File: src/rtl/prog_loader.sv
// Writable 16x8 program memory for the TD4 CPU: loads a program over valid/ready,
// verifies a trailing checksum byte, then releases the CPU and serves instruction bytes.
module prog_loader #(
  parameter int unsigned ADDR_W = 4,
  parameter int unsigned DATA_W = 8
) (
  input  logic              CLK,
  input  logic              RST,
  input  logic              start,
  input  logic              in_valid,
  input  logic [DATA_W-1:0] in_data,
  output logic              in_ready,
  input  logic [ADDR_W-1:0] addr,
  output logic [DATA_W-1:0] qd,
  output logic              cpu_rst_n,
  output logic              busy,
  output logic              done,
  output logic              err
);

  localparam int unsigned Depth = 2 ** ADDR_W;
  localparam logic [ADDR_W-1:0] LastAddr = '1;

  typedef enum logic [2:0] {StIdle, StLoad, StCheck, StRun, StError} state_e;

  state_e              state_q, state_d;
  logic [ADDR_W-1:0]   wptr_q, wptr_d;
  logic [DATA_W-1:0]   sum_q, sum_d;
  logic [DATA_W-1:0]   mem_q [Depth];
  logic                mem_we;
  logic                accept;
  logic [DATA_W-1:0]   sum_next;

  assign accept   = in_valid && in_ready;
  assign sum_next = sum_q + in_data;

  always_ff @(posedge CLK) begin
    if (!RST) begin
      state_q <= StIdle;
      wptr_q  <= '0;
      sum_q   <= '0;
      for (int i = 0; i < Depth; i++) begin
        mem_q[i] <= '0;
      end
    end else begin
      state_q <= state_d;
      wptr_q  <= wptr_d;
      sum_q   <= sum_d;
      if (mem_we) begin
        mem_q[wptr_q] <= in_data;
      end
    end
  end

  always_comb begin
    state_d   = state_q;
    wptr_d    = wptr_q;
    sum_d     = sum_q;
    mem_we    = 1'b0;
    in_ready  = 1'b0;
    cpu_rst_n = 1'b0;
    busy      = 1'b0;
    done      = 1'b0;
    err       = 1'b0;
    unique case (state_q)
      StIdle: begin
        if (start) begin
          state_d = StLoad;
          wptr_d  = '0;
          sum_d   = '0;
        end
      end
      StLoad: begin
        in_ready = 1'b1;
        busy     = 1'b1;
        if (accept) begin
          mem_we = 1'b1;
          sum_d  = sum_next;
          wptr_d = wptr_q + 1'b1;
          if (wptr_q == LastAddr) begin
            state_d = StCheck;
          end
        end
      end
      StCheck: begin
        in_ready = 1'b1;
        busy     = 1'b1;
        // A good program plus its checksum byte sums to zero modulo 2**DATA_W.
        if (accept) begin
          state_d = (sum_next == '0) ? StRun : StError;
        end
      end
      StRun: begin
        cpu_rst_n = 1'b1;
        done      = 1'b1;
        if (start) begin
          state_d = StLoad;
          wptr_d  = '0;
          sum_d   = '0;
        end
      end
      StError: begin
        err = 1'b1;
        if (start) begin
          state_d = StLoad;
          wptr_d  = '0;
          sum_d   = '0;
        end
      end
      default: state_d = StIdle;
    endcase
  end

  always_comb begin
    qd = '0;
    if (state_q == StRun) begin
      qd = mem_q[addr];
    end
  end

endmodule

File: config.mk
export PLATFORM = sky130hd
export DESIGN_NAME = prog_loader
export DESIGN_NICKNAME = d
export VERILOG_FILES = /design/src/rtl/prog_loader.sv
export SDC_FILE = /design/constraint.sdc
export NUM_CORES = 1
export LEC_CHECK = 0
export BUFFER_PORTS_ARGS = -buffer_cell sky130_fd_sc_hd__buf_2
export CORE_ASPECT_RATIO = 1.25
export CORE_MARGIN = 2
export CORE_UTILIZATION = 50
export DETAILED_ROUTE_END_ITERATION = 6
export PLACE_DENSITY_LB_ADDON = 0.05
export SYNTH_ARGS = -nofsm -noshare
export SYNTH_HDL_FRONTEND = slang
export SYNTH_SLANG_ARGS = --single-unit
File: constraint.sdc
create_clock -name CLK -period 3.2 [get_ports CLK]
set_input_delay 0 -clock CLK [delete_from_list [all_inputs] [get_ports CLK]]
set_output_delay 0 -clock CLK [all_outputs]
set_load 0.005 [all_outputs]
==> qor.log <==
[status] status completed
[route] routed vias/inst 6.05
[final_layout] total non-filler cell area in the finished layout 7980 µm²
[sta] number of failing setup endpoints in the final timing report 0
[power_and_ir_drop] final total power 4.51 mW
[grt] overflow left after global routing 0
[critical_path] Startpoint Class flip-flop
[cts] CTS tree built
[route] residual antenna-violating net count after detailed routing 0
[cts] clock tree root buffer cell sky130_fd_sc_hd__clkbuf_16
[sta] RSZ-0062 raised after global routing false
[final_layout] post-synthesis to final-layout area growth 11.5%
[grt] wire length of the first global-routing pass 25,900 µm
[placement] number of cells after detailed placement 673
[synthesis] Post-synth top flop sky130_fd_sc_hd__edfxtp_1
[sta] final clock skew 8.10 ps
[die] height of the chip 138 µm
[placement] Port Buffer Count 28
[die] effective utilization at floorplan 0.516
[cts] post_cts resized 0
[synthesis] count of warnings emitted by yosys 0
[placement] placed cell areas 7360 µm²
[critical_path] critical path class reg2reg
[cts] maximum clock insertion buffer count 2
[synthesis] top cells by area, synth sky130_fd_sc_hd__edfxtp_1 54%, sky130_fd_sc_hd__and3_1 11%, sky130_fd_sc_hd__mux4_2 7.2%
[final_layout] total of fill cells in the finished design 1,102
[power_and_ir_drop] VDD IR-drop max 0.000349 V
[cts] CTS H-Tree Depth 4
[final_layout] final net count 545
[power_and_ir_drop] power per unit of standard cell area 565 nW/µm²
[sta] period utilization 0.785
[hold_path] hold crit path type in2reg
[route] detailed-router iteration count before antenna repair 4
[synthesis] mean post-synth cell area 14.1 µm²
[synthesis] Async S/R FF share, synth 0
[sta] sum of negative setup slack 0 ps
[die] top-level port count 29
[critical_path] Max FO, Critical Path 21
[synthesis] count leader, synth sky130_fd_sc_hd__edfxtp_1
[final_layout] count of non-filler cells in the finished layout 705
[sta] hold violation count in the final report 0
[synthesis] number of cells produced by synthesis 507
[critical_path] nature of the critical path endpoint flip-flop
[die] core outline area 13,900 µm²
[synthesis] FF+latch count, synth 143
[final_layout] Antenna diodes 0
[sta] slew margin rel. 0.424
[cts] latest clock arrival within the worst-skew pair 410 ps
[cts] number of sinks driven by the clock tree 143
[grt] number of global-route vias before repair 4,369
[die] Core Rows 48
[cts] Post-CTS Hold Buffers 0
[critical_path] worst path required time 3260 ps
[synthesis] post-synthesis cell type count 58
[sta] Final Hold Slack 29.8 ps
[synthesis] proportion of synthesized chip area in sequential cells 0.579
[sta] count of pins over their slew limit 0
[cts] clock transition time at the flip-flop clock pins of the worst setup and hold paths 60 ps
[cts] number of buffers inserted during clock tree synthesis 17
[route] average wire per standard cell 23.3 µm
[placement] detailed placement HPWL 11,000 µm
[critical_path] data arrival at the endpoint of the critical path 2580 ps
[sta] shortest clock period the worst path allows after layout 2510 ps
[die] width of the die 111 µm
[synthesis] area leader, netlist sky130_fd_sc_hd__edfxtp_1
[cts] post-CTS setup buffers 0
[placement] Final Wtd Congestion 0.814
[route] Iteration-0 DRC Markers 305
[die] area of the die 15,300 µm²
[route] DR DRC count 0
[sta] pin slew with the least headroom to its limit 864 ps
[power_and_ir_drop] total leakage power 3.44 nW
[synthesis] post-synth top area share 0.537
[critical_path] FF-to-FF setup slack 690 ps
[synthesis] Post-Syn Area 7160 µm²
[sta] highest clock rate 398 MHz
[final_layout] fraction of final layout cells with drive strength greater than 1 0.198
[grt] number of antenna violations at the first check in global routing 0
[grt] pin count of the biggest net entering global routing 37
[flow_run] number of max-cap violations 0
[synthesis] most frequent cells after synthesis 128 x sky130_fd_sc_hd__edfxtp_1, 122 x sky130_fd_sc_hd__and3_1, 36 x sky130_fd_sc_hd__nand2_1
[grt] GRT Overall Usage 0.229
[route] total wire length after detailed routing 16,400 µm
[synthesis] number of nets in the synthesized netlist 535
[route] vias after detailed routing 4,262
[synthesis] count of flip-flops with a built-in enable after synthesis 128
final cells by class:
| type | instances | area, µm² | area share |
|---|---|---|---|
| clock inverter | 14 | 189 | 0.0237 |
| timing repair buffer | 43 | 253 | 0.0317 |
| inverter | 5 | 18.8 | 0.00235 |
| sequential | 143 | 4140 | 0.520 |
| tap | 175 | 219 | 0.0275 |
| clock buffer | 18 | 429 | 0.0538 |
| multi-input combinational | 307 | 2720 | 0.341 |
critical path: stages, from the launching register on:
cell and delay [ps]:
sky130_fd_sc_hd__dfxtp_1 450, sky130_fd_sc_hd__and4bb_2 480, sky130_fd_sc_hd__nand2_4 140, sky130_fd_sc_hd__nor3b_4 610, sky130_fd_sc_hd__nand2_1 130, sky130_fd_sc_hd__nand2_1 360
routing by layer:
| layer | part of all wire | vias to the layer above | global-route usage | wire, µm |
|---|---|---|---|---|
| met1 | 0.43 | 2123 | 0.300 | 7070 |
| met4 | 0.022 | 0 | 0.0830 | 366 |
| met5 | 0 | - | 0 | 0 |
| met3 | 0.043 | 26 | 0.0374 | 708 |
| li1 | - | 2004 | - | - |
| met2 | 0.50 | 109 | 0.393 | 8290 |
through the flow:
stage / util / setup slack [ps]
floorplan: - / 983
global placement: 0.530 / 792
detailed placement: 0.530 / 681
CTS: 0.575 / 653
global route: 0.575 / 476
finish: 0.575 / 688
registers in the layout, indices dropped and copies added, names as in the netlist:
register	count
wptr_q	4
state_q	3
sum_q	8
mem_q	128
path summary, 6_finish.rpt:
| kind | cells after the start | from | to |
|---|---|---|---|
| worst min-delay path | 4 | start | wptr_q[2] |
| worst max-delay path | 5 | state_q[1] | mem_q[4][0] |
| worst min register to register | 2 | sum_q[3] | sum_q[3] |
| worst max register to register | 5 | state_q[1] | mem_q[4][0] |
kinds of logic after synthesis:
family | share of synthesized area
compound gates | 0.0409
buf+inv | 0.0404
simple gates | 0.172
fa+ha+maj | 0.0220
flops | 0.579
mux | 0.141
xor+xnor | 0.00490
cell usage in the layout, fill, tap and decap left out, types with 4 or more instances in the layout:
cell	n
sky130_fd_sc_hd__buf_4	15
sky130_fd_sc_hd__inv_1	5
sky130_fd_sc_hd__buf_2	28
sky130_fd_sc_hd__and3_1	122
sky130_fd_sc_hd__edfxtp_1	128
sky130_fd_sc_hd__o21ai_0	4
sky130_fd_sc_hd__clkinv_2	4
sky130_fd_sc_hd__a21oi_1	7
sky130_fd_sc_hd__mux4_2	23
sky130_fd_sc_hd__nor2_1	6
sky130_fd_sc_hd__ha_1	11
sky130_fd_sc_hd__dfxtp_1	15
sky130_fd_sc_hd__mux4_1	17
sky130_fd_sc_hd__clkbuf_16	17
sky130_fd_sc_hd__nand2_1	36
sky130_fd_sc_hd__and2_1	20
sky130_fd_sc_hd__bufinv_16	4
sky130_fd_sc_hd__a22o_1	6
power by group:
| part | internal (mW) | switching [mW] | total, mW |
|---|---|---|---|
| clock network | 1.31 | 0.771 | 2.08 |
| registers | 2.09 | 0.0225 | 2.11 |
| logic | 0.124 | 0.194 | 0.318 |
Note: power is estimated with default switching activity, not from simulation.
